[src/rtl/hps_reset_req_gen.sv]
// Debounced push-button to HPS cold/warm/debug reset-request pulse generator.
// Define HPS_RESET_REQ_DEBUG_EN to build the debug channel (key_n[2]).
module hps_reset_req_gen #(
  parameter int DEBOUNCE_CYCLES = 1000000,
  parameter int PULSE_CYCLES    = 16
) (
  input  logic       clk_clk,
  input  logic       reset_reset_n,
  input  logic [2:0] key_n,
  input  logic       hps_0_h2f_reset_reset_n,
  output logic       hps_0_f2h_cold_reset_req_reset_n,
  output logic       hps_0_f2h_warm_reset_req_reset_n,
  output logic       hps_0_f2h_debug_reset_req_reset_n,
  output logic       busy
);

`ifdef HPS_RESET_REQ_DEBUG_EN
  localparam int unsigned NK = 3;
`else
  localparam int unsigned NK = 2;
  logic unused_debug_key;
  assign unused_debug_key = key_n[2];
`endif

  localparam int unsigned DCW = $clog2(DEBOUNCE_CYCLES);
  localparam int unsigned PCW = (PULSE_CYCLES > 1) ? $clog2(PULSE_CYCLES) : 1;
  localparam logic [DCW-1:0] DEB_LAST   = DCW'(DEBOUNCE_CYCLES - 1);
  localparam logic [PCW-1:0] PULSE_LAST = PCW'(PULSE_CYCLES - 1);

  typedef enum logic [1:0] {IDLE, ASSERT, HOLDOFF} state_t;

  logic [NK-1:0]  key_s1, key_s2, key_deb, key_armed, press;
  logic [DCW-1:0] deb_cnt [NK];
  logic           h2f_s1, h2f_s2;
  logic [1:0]     fill;

  state_t         state, state_d;
  logic [1:0]     chan, chan_d;
  logic [PCW-1:0] pcnt, pcnt_d;
  logic [NK-1:0]  req_n_d, req_n_q;
  logic           busy_d, busy_q;
  logic [2:0]     press3;
  logic           keys_released;

  always_ff @(posedge clk_clk or negedge reset_reset_n) begin
    if (!reset_reset_n) begin
      key_s1 <= '1;
      key_s2 <= '1;
      h2f_s1 <= 1'b1;
      h2f_s2 <= 1'b1;
      fill   <= '0;
    end else begin
      key_s1 <= key_n[NK-1:0];
      key_s2 <= key_s1;
      h2f_s1 <= hps_0_h2f_reset_reset_n;
      h2f_s2 <= h2f_s1;
      fill   <= {fill[0], 1'b1};
    end
  end

  // A key is armed only once its synchronized level has been seen released
  // after reset, so a button held through reset cannot issue a request.
  always_ff @(posedge clk_clk or negedge reset_reset_n) begin
    if (!reset_reset_n) begin
      key_deb   <= '1;
      key_armed <= '0;
      press     <= '0;
      for (int unsigned i = 0; i < NK; i++) deb_cnt[i] <= '0;
    end else begin
      for (int unsigned i = 0; i < NK; i++) begin
        press[i] <= 1'b0;
        if (key_s2[i] == key_deb[i]) begin
          deb_cnt[i] <= '0;
        end else if (deb_cnt[i] == DEB_LAST) begin
          deb_cnt[i] <= '0;
          key_deb[i] <= key_s2[i];
          press[i]   <= key_armed[i] & ~key_s2[i];
        end else begin
          deb_cnt[i] <= deb_cnt[i] + DCW'(1);
        end
        if (fill[1] && key_s2[i]) key_armed[i] <= 1'b1;
      end
    end
  end

  assign press3        = 3'(press);
  assign keys_released = &key_deb;

  always_comb begin
    state_d = state;
    chan_d  = chan;
    pcnt_d  = pcnt;
    case (state)
      IDLE: begin
        if (|press3) begin
          state_d = ASSERT;
          pcnt_d  = '0;
          if (press3[0])      chan_d = 2'd0;
          else if (press3[1]) chan_d = 2'd1;
          else                chan_d = 2'd2;
        end
      end
      ASSERT: begin
        if (pcnt == PULSE_LAST) state_d = HOLDOFF;
        else                    pcnt_d  = pcnt + PCW'(1);
      end
      HOLDOFF: begin
        if (keys_released && h2f_s2) state_d = IDLE;
      end
      default: state_d = IDLE;
    endcase

    // Outputs are registered from the next state so every pin comes from a flop.
    req_n_d = '1;
    for (int unsigned i = 0; i < NK; i++)
      req_n_d[i] = !((state_d == ASSERT) && (chan_d == 2'(i)));
    busy_d = (state_d != IDLE);
  end

  always_ff @(posedge clk_clk or negedge reset_reset_n) begin
    if (!reset_reset_n) begin
      state   <= IDLE;
      chan    <= '0;
      pcnt    <= '0;
      req_n_q <= '1;
      busy_q  <= 1'b0;
    end else begin
      state   <= state_d;
      chan    <= chan_d;
      pcnt    <= pcnt_d;
      req_n_q <= req_n_d;
      busy_q  <= busy_d;
    end
  end

  assign hps_0_f2h_cold_reset_req_reset_n = req_n_q[0];
  assign hps_0_f2h_warm_reset_req_reset_n = req_n_q[1];
`ifdef HPS_RESET_REQ_DEBUG_EN
  assign hps_0_f2h_debug_reset_req_reset_n = req_n_q[2];
`else
  assign hps_0_f2h_debug_reset_req_reset_n = 1'b1;
`endif
  assign busy = busy_q;

endmodule

[config.mk]
export PLATFORM = sky130hd
export DESIGN_NAME = hps_reset_req_gen
export DESIGN_NICKNAME = d
export VERILOG_FILES = /design/src/rtl/hps_reset_req_gen.sv
export SDC_FILE = /design/constraint.sdc
export NUM_CORES = 1
export LEC_CHECK = 0
export CORE_UTILIZATION = 60
export DETAILED_ROUTE_END_ITERATION = 16
export GPL_TIMING_DRIVEN = 0
export PLACE_DENSITY = 0.78
export SKIP_CTS_REPAIR_TIMING = 1
export SYNTH_ARGS = -nofsm -noshare
export SYNTH_HDL_FRONTEND = slang
export SYNTH_SLANG_ARGS = --single-unit
[constraint.sdc]
create_clock -name clk_clk -period 5.8 [get_ports clk_clk]
set_clock_uncertainty 0.15 [all_clocks]
set_input_delay 1.74 -clock clk_clk [delete_from_list [all_inputs] [get_ports clk_clk]]
set_output_delay 1.74 -clock clk_clk [all_outputs]
set_load 0.1 [all_outputs]
==> out/qor.yml, run 1 <==
antennaDiodeCount: 0
synth_most_common_cell: "dfrtp_1"
core.rowCount: 25
synth_edf_count: 0
syn_to_final_growth_pct: 12.1
h-tree-depth: 3
yosysUniqueCellTypes: 40
rsz0062_at_grt: "false"
synth_largest_area_cell: "dfrtp_1"
synth_cells: 280
cts_root_buf: "clkbuf_8"
synth_seq_cells: 65
worst-setup-path-type: "reg -> out"
antenna_found_initial: 0
num_io_pins: 10
required_ns: 3.91
powerDensity_nw_per_um2: 267
cts_made_buffers: 9
vias: 2062
gp_congestion: 0.831
clk_pin_slew_ns: 0.07
routed_via_density: 5.74
grt_pass1_wl_um: 8770
die-area_um2: 5150
synth_seq_area_share: 0.561
core_area_um2: 4690
layout-drive-gt1-share: 0.141
hold_class: "reg -> reg"
syn_avg_cell_area_um2: 10.4
critPathMaxFanout: 1
synth_top_area_frac: 0.471
max_stage_delay_ns: 1.13
clkSinkCount: 65
initial_core_util: 0.622
timing.fmax_mhz: 259
async_flop_share: 1.00
worst_setup_path_start_kind: "flip-flop"
grt_use_total: 0.226
synthTopCellsByCount: "dfrtp_1, nor2_1, nand2_1, nand3_1, a21oi_1"
min_period_over_period: 0.667
insertion_delay_ns: 0.34
finalHoldViolCount: 0
cp-end-kind: "output port"
crit_path_cell_trace: "clkdlybuf4s50_1"
fin_crit_ns: 3.87
placed_cells: 343
crit_path_top_delay_cell: "clkdlybuf4s50_1"
die_h_um: 71.8
tns_ns: 0
slew_headroom: 0.350
cts.path.max_buffers: 2
crit_arrival_ns: 1.98
hpwl_um: 3270
grt-ovfl-total: 0
drt-pass1-iter-count: 4
portBuffers: 7
yosysWarnings: 0
grt_pass1_vias: 1966
drc_errors: 0
layout.nets: 309
crit_buf_inv: 1
final_cells: 359
wl_per_cell_um: 13.7
synth_ff_type: "dfrtp_1"
final_antenna_net_count: 0
drt_wl_total_um: 4930
nFillCells: 357
synth_area_um2: 2920
status: "finished, final reports clean"
die-width_um: 71.8
cts_tree: "yes"
ir_drop_v: 0.000175
setup_viol: 0
drv_slew: 0
drtIter0Drc: 100
p_leak_uw: 0.00134
grt_start_max_net_pins: 41
cpLargestDelayFamily: "buffers and inverters"
yosys-top-cells-area: "dfrtp_1, dfstp_2, xnor2_1, nor2_1, xor2_1"
worst_pin_slew_ns: 0.972
maxCapViolCount: 0
## kinds of logic after synthesis
logic type | after synthesis | share of synthesized area
AO/OA/AOI/OAI | 43 | 0.0844
XOR/XNOR | 25 | 0.0750
adder cells (fa/ha/maj) | 3 | 0.0129
buffers and inverters | 19 | 0.0317
flip-flops | 65 | 0.561
multiplexers | 2 | 0.00771
other | 1 | 0.00128
AND/OR/NAND/NOR | 122 | 0.226
## layout by cell type, fill, tap and decap left out, drive strengths merged, types with 10 or more instances in the layout
cell,instances
nand3,20
a21oi,16
xor2,12
o21ai,15
dfrtp,55
nand2,19
clkbuf,14
nor2,29
xnor2,13
or4,12
dfstp,10
## area by class of cell
type	instances	area, um^2	area share
well taps	54	67.6	0.0206
repair buffers	8	85.1	0.0260
clock buffers	11	141	0.0432
multi-input cells	197	1190	0.364
flip-flops and latches	65	1640	0.501
inverters	9	33.8	0.0103
plain buffers	10	58.8	0.0180
clock inverters	5	55.1	0.0168
## per-layer routing
metal  global-route usage  vias to the layer above  share of wire
li1                     -                     1035              -
met1                0.300                      988           0.47
met2                0.341                       28           0.47
met3               0.0816                       11          0.040
met4               0.0915                        0          0.018
met5                    0                        -              0
## through the flow
stage          total power [uW]   util  worst slack (ns)  instance area [um^2]  hold slack, ns
2_1_floorplan               489      -              3.03                  2920           0.181
6_report                    873  0.698              1.93                  3270           0.199
4_1_cts                     888  0.698              1.91                  3270           0.199
3_5_place_dp                506  0.656              2.29                  3080           0.186
5_1_grt                     908  0.698              1.89                  3270           0.208
3_3_place_gp                504  0.653             0.821                  3060           0.183
## final timing paths
| check | from | to | slack [ns] | depth (start not counted) |
|---|---|---|---|---|
| hold / removal | fill[0] | fill[1] | 0.20 | 0 |
| setup reg to reg | deb_cnt[20] | deb_cnt[38] | 3.48 | 6 |
| hold reg to reg | fill[0] | fill[1] | 0.20 | 0 |
| max in group asynchronous | reset_reset_n | req_n_q[1] | 3.59 | 2 |
| min in group asynchronous | reset_reset_n | deb_cnt[18] | 1.25 | 1 |
| setup / recovery | req_n_q[1] | hps_0_f2h_warm_reset_req_reset_n | 1.93 | 1 |
## registers in the layout, summed over array words and instances, names as in the netlist
signal     count
deb_cnt       40
chan           2
key_deb        2
pcnt           4
req_n_q        2
busy           1
key_armed      2
press          2
fill           2
key_s1         2
state          2
h2f_s1         1
key_s2         2
h2f_s2         1
## report_power, final
part	internal [uW]	switching, uW
Combinational	9.48	20.7
Clock	209	167
Sequential	461	5.56
Total	679	194
Note: power is estimated with default switching activity, not from simulation.
==> run 2: changes to the inputs <==
--- a/config.mk
+++ b/config.mk
@@ -5,10 +5,10 @@
 export SDC_FILE = /design/constraint.sdc
 export NUM_CORES = 1
 export LEC_CHECK = 0
-export CORE_UTILIZATION = 60
+export CORE_UTILIZATION = 54
 export DETAILED_ROUTE_END_ITERATION = 16
 export GPL_TIMING_DRIVEN = 0
-export PLACE_DENSITY = 0.78
+export PLACE_DENSITY = 0.74
 export SKIP_CTS_REPAIR_TIMING = 1
 export SYNTH_ARGS = -nofsm -noshare
 export SYNTH_HDL_FRONTEND = slang
==> constraint.sdc (replaced) <==
create_clock -name clk_clk -period 3.3 [get_ports clk_clk]
set_clock_uncertainty 0.15 [all_clocks]
set_input_delay 0.99 -clock clk_clk [delete_from_list [all_inputs] [get_ports clk_clk]]
set_output_delay 0.99 -clock clk_clk [all_outputs]
set_load 0.1 [all_outputs]
==> run 2 against run 1 <==
Effect of this change:
- combinational power grew 66%
- utilization shrank 5.8 points
- non-clock buffer count shrank 1
==> out/qor.yml, run 2 (same netlist as run 1, synthesis figures left out) <==
status: "finished, final reports clean"
die-width_um: 75.5  # +5.3%
setup_viol: 0  # unchanged
wl_per_cell_um: 13.4  # -2.3%
grt_start_max_net_pins: 66  # +61%
syn_to_final_growth_pct: 13.3
crit_buf_inv: 1  # unchanged
portBuffers: 7  # unchanged
reg_top3: "deb_cnt: 40 flops, pcnt: 4 flops"
grt-ovfl-total: 0  # unchanged
startpoint: "req_n_q[1]"
p_leak_uw: 0.00135  # +0.86%
layout-drive-gt1-share: 0.141  # +0.000464
timing.fmax_mhz: 321
place_ws_ns: 0.542  # -1.75 ns
finalWorstSetupSlack_ns: 0.185  # -1.75 ns
antennaDiodeCount: 0  # unchanged
grt_pass1_wl_um: 8560  # -2.4%
rsz0062_at_grt: "false"
slew_headroom: 0.355  # +0.00494
routed_via_density: 5.53  # -3.7%
crit_path_cell_trace: "clkdlybuf4s50_1"
antenna_found_initial: 0  # unchanged
drtIter0Drc: 94  # -6.0%
die-area_um2: 5710  # +11%
drt-pass1-iter-count: 4  # unchanged
crit_arrival_ns: 1.98  # about the same
holdPathStages: 0  # unchanged
clkSinkCount: 65  # unchanged
reg2reg_depth: 6  # unchanged
hold_class: "reg -> reg"
worst_setup_path_start_kind: "flip-flop"
max_stage_delay_ns: 1.12  # about the same
grt_pass1_vias: 1890  # -3.9%
h-tree-depth: 3  # unchanged
critPathMaxFanout: 1  # unchanged
initial_core_util: 0.565  # -0.0578
crit_cells: 1  # unchanged
ir_drop_v: 0.000407  # +130%
num_io_pins: 10  # unchanged
fin_crit_ns: 3.12
crit_path_top_delay_cell: "clkdlybuf4s50_1"
gp_congestion: 0.768  # -7.6%
worst_pin_slew_ns: 0.964  # -0.00739 ns
maxCapViolCount: 0  # unchanged
layout.nets: 308  # -0.32%
drt_wl_total_um: 5010  # +1.8%
vias: 2069  # +0.34%
cts_root_buf: "clkbuf_8"
fin_area_um2: 3310  # +1.1%
core.rowCount: 26  # +4.0%
finalHoldViolCount: 0  # unchanged
insertion_delay_ns: 0.34  # about the same
final_antenna_net_count: 0  # unchanged
cp-end-kind: "output port"
worst-setup-path-type: "reg -> out"
cts_tree: "yes"
drc_errors: 0  # unchanged
core_area_um2: 5170  # +10%
rr_startpoint: "deb_cnt[20]"
hpwl_um: 3330  # +1.8%
min_period_over_period: 0.944
drv_slew: 0  # unchanged
required_ns: 2.16  # -1.75 ns
hp-start: "fill[0]"
largest-register: "deb_cnt"
largest_reg_flops: 40  # unchanged
powerDensity_nw_per_um2: 493  # +85%
final_common_cell: "dfrtp_1"
cpLargestDelayFamily: "buffers and inverters"
layout_common_cells: "dfrtp_1, nor2_1, nand3_1, nand2_1, a21oi_1"
place_area_um2: 3080  # about the same
cts_made_buffers: 9  # unchanged
grt_use_total: 0.206  # -0.0202
die_h_um: 75.5  # +5.3%
clk_pin_slew_ns: 0.07  # about the same
cts.path.max_buffers: 2  # unchanged
-- run 2: changes by cell type in the layout (fill, tap and decap cells not counted), sizes merged --
cell      previous run  this run
clkinvlp             2         1
buf                  9         8
bufinv               1         2
-- run 2: final timing paths --
path,slack [ns],endpoint
max,0.18,hps_0_f2h_warm_reset_req_reset_n
min,0.21,fill[1]
max reg2reg,0.97,deb_cnt[38]
min reg2reg,0.21,fill[1]
max in group asynchronous,1.91,deb_cnt[34]
min in group asynchronous,0.58,deb_cnt[17]
-- run 2: through the flow --
step / total power [uW] / setup TNS [ns] / hold WS, ns / util / instances
5_1_grt: 1690 / 0 / 0.211 / 0.640 / 374
2_1_floorplan: 859 / 0 / 0.181 / - / 281
3_5_place_dp: 887 / 0 / 0.194 / 0.595 / 358
3_3_place_gp: 886 / -57.64 / 0.181 / 0.596 / 358
4_1_cts: 1650 / 0 / 0.208 / 0.640 / 374
6_report: 1630 / 0 / 0.205 / 0.640 / 374
-- run 2: area by class of cell --
type                            instances  area [um^2]
Inverter                                9         33.8
Multi-Input combinational cell        197         1190
Timing Repair Buffer                    7         67.6
Sequential cell                        65         1640
Fill cell                             402         1860
Clock buffer                           11          151
Buffer                                 10         58.8
Tap cell                               70         87.6
Clock inverter                          5         77.6
-- run 2: metal layers --
metal,part of all wire,vias up,GRT usage
li1,-,1028,-
met1,0.49,997,0.274
met2,0.46,34,0.309
met3,0.043,10,0.0833
met4,0.011,0,0.0679
met5,0,-,0
-- run 2: power breakdown --
group | switching, uW | leakage, uW | internal (uW) | total [uW]
Clock | 296 | 0.000115 | 464 | 759
Sequential | 10.4 | 0.000853 | 811 | 821
Combinational | 35.4 | 0.000378 | 14.6 | 50.0
==> run 3: changes to the inputs <==
--- a/config.mk
+++ b/config.mk
@@ -5,6 +5,7 @@
 export SDC_FILE = /design/constraint.sdc
 export NUM_CORES = 1
 export LEC_CHECK = 0
+export CAP_MARGIN = 20
 export CORE_UTILIZATION = 54
 export DETAILED_ROUTE_END_ITERATION = 16
 export GPL_TIMING_DRIVEN = 0
==> results of run 3 <==
Same layout as run 2: the final DEF is identical, and so are final timing and power.
